$ cat config.mk
export PLATFORM = sky130hd
export DESIGN_NAME = control_sequencer
export DESIGN_NICKNAME = d
export VERILOG_FILES = /design/src/rtl/control_sequencer_pkg.sv /design/src/rtl/opcode_class_decode.sv /design/src/rtl/control_sequencer.sv
export SDC_FILE = /design/constraint.sdc
export NUM_CORES = 1
export LEC_CHECK = 0
export ABC_AREA = 1
export CAP_MARGIN = 20
export CELL_PAD_IN_SITES_DETAIL_PLACEMENT = 1
export CELL_PAD_IN_SITES_GLOBAL_PLACEMENT = 2
export CORE_MARGIN = 2
export CORE_UTILIZATION = 23
export CTS_CLUSTER_SIZE = 8
export DETAILED_ROUTE_END_ITERATION = 10
export HOLD_SLACK_MARGIN = 0.02
export PLACE_DENSITY = 0.77
export SLEW_MARGIN = 20
export SYNTH_ARGS = -nofsm -noshare
export SYNTH_HDL_FRONTEND = slang
export SYNTH_HIERARCHICAL = 1
export SYNTH_SLANG_ARGS = --single-unit
export TNS_END_PERCENT = 20
$ cat constraint.sdc
create_clock -name Clock -period 2.85 [get_ports Clock]
set_input_delay 0.57 -clock Clock [delete_from_list [all_inputs] [get_ports Clock]]
set_output_delay 0.57 -clock Clock [all_outputs]
set_load 0.01 [all_outputs]
$ cat src/rtl/control_sequencer_pkg.sv
// Shared types and constants for the control sequencer: step states, opcode
// values, instruction classes, ALU operation codes and the packed strobe bundle.
package control_sequencer_pkg;

    typedef enum logic [3:0] {
        S_IDLE,
        S_T0,
        S_T1,
        S_T2,
        S_T3,
        S_T4,
        S_T5,
        S_T6,
        S_HALT
    } state_e;

    typedef enum logic [2:0] {
        CLS_ALU3,
        CLS_MULDIV,
        CLS_UNARY,
        CLS_NOP,
        CLS_HALT
    } op_class_e;

    localparam logic [4:0] OP_ADD  = 5'b00011;
    localparam logic [4:0] OP_SUB  = 5'b00100;
    localparam logic [4:0] OP_AND  = 5'b00101;
    localparam logic [4:0] OP_OR   = 5'b00110;
    localparam logic [4:0] OP_SHR  = 5'b00111;
    localparam logic [4:0] OP_SHRA = 5'b01000;
    localparam logic [4:0] OP_SHL  = 5'b01001;
    localparam logic [4:0] OP_ROR  = 5'b01010;
    localparam logic [4:0] OP_ROL  = 5'b01011;
    localparam logic [4:0] OP_MUL  = 5'b01111;
    localparam logic [4:0] OP_DIV  = 5'b10000;
    localparam logic [4:0] OP_NEG  = 5'b10001;
    localparam logic [4:0] OP_NOT  = 5'b10010;
    localparam logic [4:0] OP_NOP  = 5'b11010;
    localparam logic [4:0] OP_HALT = 5'b11011;

    // The ALU is driven with the instruction's own opcode value.
    localparam logic [4:0] ALU_NONE = 5'b00000;
    localparam logic [4:0] ALU_ADD  = OP_ADD;
    localparam logic [4:0] ALU_SUB  = OP_SUB;
    localparam logic [4:0] ALU_AND  = OP_AND;
    localparam logic [4:0] ALU_OR   = OP_OR;
    localparam logic [4:0] ALU_SHR  = OP_SHR;
    localparam logic [4:0] ALU_SHRA = OP_SHRA;
    localparam logic [4:0] ALU_SHL  = OP_SHL;
    localparam logic [4:0] ALU_ROR  = OP_ROR;
    localparam logic [4:0] ALU_ROL  = OP_ROL;
    localparam logic [4:0] ALU_MUL  = OP_MUL;
    localparam logic [4:0] ALU_DIV  = OP_DIV;
    localparam logic [4:0] ALU_NEG  = OP_NEG;
    localparam logic [4:0] ALU_NOT  = OP_NOT;

    typedef struct packed {
        logic       pc_out;
        logic       mar_in;
        logic       z_in;
        logic       pc_in;
        logic       inc_pc;
        logic       read;
        logic       mdr_in;
        logic       mdr_out;
        logic       ir_in;
        logic       y_in;
        logic       zlo_out;
        logic       zhi_out;
        logic       lo_in;
        logic       hi_in;
        logic       gra;
        logic       grb;
        logic       grc;
        logic       r_in;
        logic       r_out;
        logic [4:0] alu;
        logic       instr_done;
        logic       halted;
    } ctrl_t;

    function automatic logic [4:0] alu_code(input logic [4:0] opcode);
        case (opcode)
            OP_ADD:  return ALU_ADD;
            OP_SUB:  return ALU_SUB;
            OP_AND:  return ALU_AND;
            OP_OR:   return ALU_OR;
            OP_SHR:  return ALU_SHR;
            OP_SHRA: return ALU_SHRA;
            OP_SHL:  return ALU_SHL;
            OP_ROR:  return ALU_ROR;
            OP_ROL:  return ALU_ROL;
            OP_MUL:  return ALU_MUL;
            OP_DIV:  return ALU_DIV;
            OP_NEG:  return ALU_NEG;
            OP_NOT:  return ALU_NOT;
            default: return ALU_NONE;
        endcase
    endfunction

endpackage

$ cat src/rtl/opcode_class_decode.sv
// Maps a 5-bit opcode onto the instruction class that selects the execute-step
// sequence; anything not explicitly listed is treated as a no-op.
module opcode_class_decode
    import control_sequencer_pkg::*;
(
    input  logic [4:0] opcode,
    output op_class_e  op_class
);

    always_comb begin
        case (opcode)
            OP_ADD, OP_SUB, OP_AND, OP_OR, OP_SHR,
            OP_SHRA, OP_SHL, OP_ROR, OP_ROL: op_class = CLS_ALU3;
            OP_MUL, OP_DIV:                  op_class = CLS_MULDIV;
            OP_NEG, OP_NOT:                  op_class = CLS_UNARY;
            OP_HALT:                         op_class = CLS_HALT;
            default:                         op_class = CLS_NOP;
        endcase
    end

endmodule

$ cat src/rtl/control_sequencer.sv
// Fetch/execute control sequencer: one step per clock, with strobes registered
// so that each output flop holds the decode of the state it accompanies.
module control_sequencer
    import control_sequencer_pkg::*;
(
    input  logic        Clock,
    input  logic        Reset_n,
    input  logic        Run,
    input  logic [31:0] IR,
    output logic        PCout,
    output logic        MARin,
    output logic        Zin,
    output logic        PCin,
    output logic        IncrementPC,
    output logic        Read,
    output logic        MDRin,
    output logic        MDRout,
    output logic        IRin,
    output logic        Yin,
    output logic        ZLOout,
    output logic        ZHIout,
    output logic        LOin,
    output logic        HIin,
    output logic        Gra,
    output logic        Grb,
    output logic        Grc,
    output logic        Rin,
    output logic        Rout,
    output logic [4:0]  ALUControl,
    output logic        InstrDone,
    output logic        Halted
);

    state_e    state_q, state_d;
    logic [4:0] op_q, op_d;
    ctrl_t     ctrl_q, ctrl_d;
    op_class_e op_class;
    logic      unused_ir;

    // Only the opcode field steers sequencing; operand fields are decoded elsewhere.
    assign unused_ir = ^IR[26:0];

    // The opcode is captured on the edge that leaves T2; until then the live IR
    // is decoded so the T3 strobes are ready on that same edge.
    assign op_d = (state_q == S_T2) ? IR[31:27] : op_q;

    opcode_class_decode u_class_decode (
        .opcode   (op_d),
        .op_class (op_class)
    );

    always_ff @(posedge Clock or negedge Reset_n) begin
        if (!Reset_n) begin
            state_q <= S_IDLE;
            op_q    <= '0;
            ctrl_q  <= '0;
        end else begin
            // NOTE: non-blocking assignments keep every flop sampling pre-edge values.
            state_q <= state_d;
            op_q    <= op_d;
            ctrl_q  <= ctrl_d;
        end
    end

    always_comb begin
        state_d = state_q;
        case (state_q)
            S_IDLE: if (Run) state_d = S_T0;
            S_T0:   state_d = S_T1;
            S_T1:   state_d = S_T2;
            S_T2:   state_d = S_T3;
            S_T3: begin
                case (op_class)
                    CLS_ALU3, CLS_MULDIV, CLS_UNARY: state_d = S_T4;
                    CLS_HALT:                        state_d = S_HALT;
                    default:                         state_d = Run ? S_T0 : S_IDLE;
                endcase
            end
            S_T4: begin
                if (op_class == CLS_ALU3 || op_class == CLS_MULDIV) state_d = S_T5;
                else                                                state_d = Run ? S_T0 : S_IDLE;
            end
            S_T5: begin
                if (op_class == CLS_MULDIV) state_d = S_T6;
                else                        state_d = Run ? S_T0 : S_IDLE;
            end
            S_T6:   state_d = Run ? S_T0 : S_IDLE;
            S_HALT: state_d = S_HALT;
            default: state_d = S_IDLE;
        endcase
    end

    always_comb begin
        // NOTE: defaulting the whole bundle first keeps this block free of latches.
        ctrl_d = '0;
        case (state_d)
            S_T0: begin
                ctrl_d.pc_out = 1'b1;
                ctrl_d.mar_in = 1'b1;
                ctrl_d.inc_pc = 1'b1;
                ctrl_d.z_in   = 1'b1;
            end
            S_T1: begin
                ctrl_d.zlo_out = 1'b1;
                ctrl_d.pc_in   = 1'b1;
                ctrl_d.read    = 1'b1;
                ctrl_d.mdr_in  = 1'b1;
            end
            S_T2: begin
                ctrl_d.mdr_out = 1'b1;
                ctrl_d.ir_in   = 1'b1;
            end
            S_T3: begin
                case (op_class)
                    CLS_ALU3: begin
                        ctrl_d.grb = 1'b1; ctrl_d.r_out = 1'b1; ctrl_d.y_in = 1'b1;
                    end
                    CLS_MULDIV: begin
                        ctrl_d.gra = 1'b1; ctrl_d.r_out = 1'b1; ctrl_d.y_in = 1'b1;
                    end
                    CLS_UNARY: begin
                        ctrl_d.grb = 1'b1; ctrl_d.r_out = 1'b1; ctrl_d.z_in = 1'b1;
                        ctrl_d.alu = alu_code(op_d);
                    end
                    default: ctrl_d.instr_done = 1'b1;
                endcase
            end
            S_T4: begin
                case (op_class)
                    CLS_ALU3: begin
                        ctrl_d.grc = 1'b1; ctrl_d.r_out = 1'b1; ctrl_d.z_in = 1'b1;
                        ctrl_d.alu = alu_code(op_d);
                    end
                    CLS_MULDIV: begin
                        ctrl_d.grb = 1'b1; ctrl_d.r_out = 1'b1; ctrl_d.z_in = 1'b1;
                        ctrl_d.alu = alu_code(op_d);
                    end
                    default: begin
                        ctrl_d.zlo_out = 1'b1; ctrl_d.gra = 1'b1; ctrl_d.r_in = 1'b1;
                        ctrl_d.instr_done = 1'b1;
                    end
                endcase
            end
            S_T5: begin
                if (op_class == CLS_MULDIV) begin
                    ctrl_d.zlo_out = 1'b1; ctrl_d.lo_in = 1'b1;
                end else begin
                    ctrl_d.zlo_out = 1'b1; ctrl_d.gra = 1'b1; ctrl_d.r_in = 1'b1;
                    ctrl_d.instr_done = 1'b1;
                end
            end
            S_T6: begin
                ctrl_d.zhi_out    = 1'b1;
                ctrl_d.hi_in      = 1'b1;
                ctrl_d.instr_done = 1'b1;
            end
            S_HALT:  ctrl_d.halted = 1'b1;
            default: ctrl_d = '0;
        endcase
    end

    assign PCout       = ctrl_q.pc_out;
    assign MARin       = ctrl_q.mar_in;
    assign Zin         = ctrl_q.z_in;
    assign PCin        = ctrl_q.pc_in;
    assign IncrementPC = ctrl_q.inc_pc;
    assign Read        = ctrl_q.read;
    assign MDRin       = ctrl_q.mdr_in;
    assign MDRout      = ctrl_q.mdr_out;
    assign IRin        = ctrl_q.ir_in;
    assign Yin         = ctrl_q.y_in;
    assign ZLOout      = ctrl_q.zlo_out;
    assign ZHIout      = ctrl_q.zhi_out;
    assign LOin        = ctrl_q.lo_in;
    assign HIin        = ctrl_q.hi_in;
    assign Gra         = ctrl_q.gra;
    assign Grb         = ctrl_q.grb;
    assign Grc         = ctrl_q.grc;
    assign Rin         = ctrl_q.r_in;
    assign Rout        = ctrl_q.r_out;
    assign ALUControl  = ctrl_q.alu;
    assign InstrDone   = ctrl_q.instr_done;
    assign Halted      = ctrl_q.halted;

endmodule

==> out/results.tsv <==
metric	value	unit
path_class	flop to flop	
period_share	0.917	
grt_max_degree	30	
crit_arrival	2.84	ns
clock.fmax	383	MHz
cts_inserted_buffers	5	
ys_seq_area_frac	0.477	
power	2.74	mW
min_path_type	flop to flop	
critPathSlowestCell	dfrtp_2	
slowest_delay	0.44	ns
ys_warn_count	6	
met1_length	1730	um
critPathLaunchType	flop	
final_cell_mix	42 x nand2_1, 33 x clkdlybuf4s50_1, 25 x dfrtp_1	
synth_area_per_cell	8.22	sq um
end_kind	flop	
top_layer_used	met4	
grt_pass1_vias	1402	
syn_nets	222	
syn_to_final_growth	43.2	%
crit_fanout	5	
grt_pass1_wl	6620	um
fp.dieW	85.3	um
ys_ff_latch	29	
port_buffers	33	
power_leakage	1.07	nW
final-hold-violation-count	0	
globalRouteOverflowTotal	0	
status	complete, no violations	
clkSinkCount	29	
reg2reg_setup_slack	0.24	ns
placedInstanceArea	2060	sq um
drt_iter0_drc	32	
fin_crit	2.61	ns
ios	61	
cts_htree_levels	2	
cts_tree	done	
die_area	7280	sq um
final_area	2180	sq um
wirelength	3760	um
drive_gt1_frac	0.309	
rsz0062_at_grt	no	
routedWlPerCell	11.7	um
power.density	1260	nW/um^2
clock-skew-final	0.00655	ns
tightest_slew	0.362	ns
maxCapViolCount	0	
start_util	0.238	
drt.antenna.violating_nets	0	
synth_area_leaders	dfrtp_1 48%, nand2_1 11%, nor2_1 4.7%	
antenna_found_initial	0	
final_common_cell	nand2_1	
place.detailed.hpwl	3080	um
required	3.07	ns
die_h	85.3	um
slew_headroom	0.758	
clock_path_buffers	2	
syn_area	1520	sq um
cts_root_buf	clkbuf_8	
cts.clk_slew.worst_paths	0.07	ns
synth_area_leader_cell	dfrtp_1	
routed-via-count	1368	
crit_chain	inv_2, nand2_2, nor2_4, nand2_1, o21ai_2, ha_2, inv_1, nand3_1, nand2_1, nand2_1, nand2_2, inv_1, nand2_1, nor2_2, nand2_2, buf_4, nand3_1, nor2_2, nand3_2, nand3_2, nand2_1	
finalMaxSlewViolations	0	
drcViolationCount	0	
num_rows	29	
fin_nets	279	
dr_wl_met3	147	um
syn_inst	185	
core-area	6390	sq um
cp_common_cell	nand2_1	
ys_types	27	
finalSetupViolCount	0	
wl_met2	1820	um
ir_drop	403	uV
synth_top_area_frac	0.477	
grt_usage	0.118	
antenna_cells	0	
drt-pass1-iter-count	4	
routabilityCongestion	0.860	
worstSkewPairLatency	0.29	ns
via_per_inst	4.28	
## cell usage after synthesis (all sizes together)
cell type / instances
nand2: 56
dfrtp: 29
inv: 26
nor2: 25
nand3: 16
nor3: 7
buf: 6
o21ai: 5
clkinv: 2
ha: 2
nand3b: 2
nand4: 2
a22oi: 1
nor4: 1
o211ai: 1
o21bai: 1
o22ai: 1
o32ai: 1
or2: 1
## report_power, final
| part | total, mW | internal (mW) | leakage, nW | switching (mW) |
|---|---|---|---|---|
| clock network | 0.326 | 0.169 | 0.0450 | 0.158 |
| logic | 1.80 | 0.778 | 0.649 | 1.02 |
| registers | 0.609 | 0.544 | 0.378 | 0.0654 |
## kinds of logic after synthesis
group | count (synthesis) | share of synthesized area
AND/OR/NAND/NOR | 110 | 0.355
buffers and inverters | 34 | 0.102
adder cells (fa/ha/maj) | 2 | 0.0165
AO/OA/AOI/OAI | 10 | 0.0494
flip-flops | 29 | 0.477
## critical path, delay by kind of cell, from the launching register on
| kind | cells | cell delay [ns] |
|---|---|---|
| and+or+nand+nor | 15 | 1.36 |
| AOI/OAI and AO/OA | 1 | 0.11 |
| buffers and inverters | 4 | 0.39 |
| DFF | 1 | 0.44 |
| adders and majority gates | 1 | 0.23 |
## cell type report
| cell class | count | area, sq um |
|---|---|---|
| Multi-Input combinational cell | 122 | 654 |
| Inverter | 28 | 110 |
| Sequential cell | 29 | 731 |
| Tap cell | 77 | 96.3 |
| Clock inverter | 2 | 10.0 |
| Timing Repair Buffer | 56 | 503 |
| Fill cell | 777 | 4210 |
| Clock buffer | 6 | 72.6 |
## worst paths after layout
| check | from | end | depth (start not counted) |
|---|---|---|---|
| setup reg to reg | state_q[2]$_DFF_PN0_ | Zin$_DFF_PN0_ | 21 |
| setup / recovery | state_q[2]$_DFF_PN0_ | Zin$_DFF_PN0_ | 21 |
| min in group asynchronous | Reset_n | Halted$_DFF_PN0_ | 2 |
| hold reg to reg | state_q[1]$_DFF_PN0_ | MDRin$_DFF_PN0_ | 1 |
| hold / removal | state_q[1]$_DFF_PN0_ | MDRin$_DFF_PN0_ | 1 |
| max in group asynchronous | Reset_n | state_q[1]$_DFF_PN0_ | 2 |
## routing by layer
metal	track usage	vias to the layer above
met3	0.0311	5
li1	-	690
met1	0.149	649
met4	0.0519	0
met2	0.188	24
met5	0	-
## per-stage QoR
stage | cells | worst slack [ns] | utilization | hold WS [ns] | TNS [ns]
after global routing | 320 | 0.00502 | 0.341 | 0.532 | 0
after detailed placement | 310 | -0.0774 | 0.322 | 0.526 | -0.198
after global placement | 310 | -0.0162 | 0.322 | 0.540 | -0.0205
after floorplan | 185 | 0.455 | - | 0.274 | 0
after CTS | 318 | 0.0892 | 0.335 | 0.550 | 0
final | 320 | 0.236 | 0.341 | 0.509 | 0
## what timing repair did
item,CTS,global route
setup endpoints to repair,0,3
hold buffers,0,0
buffers inserted,0,2
resized for setup,0,10
Note: power is estimated with default switching activity, not from simulation.
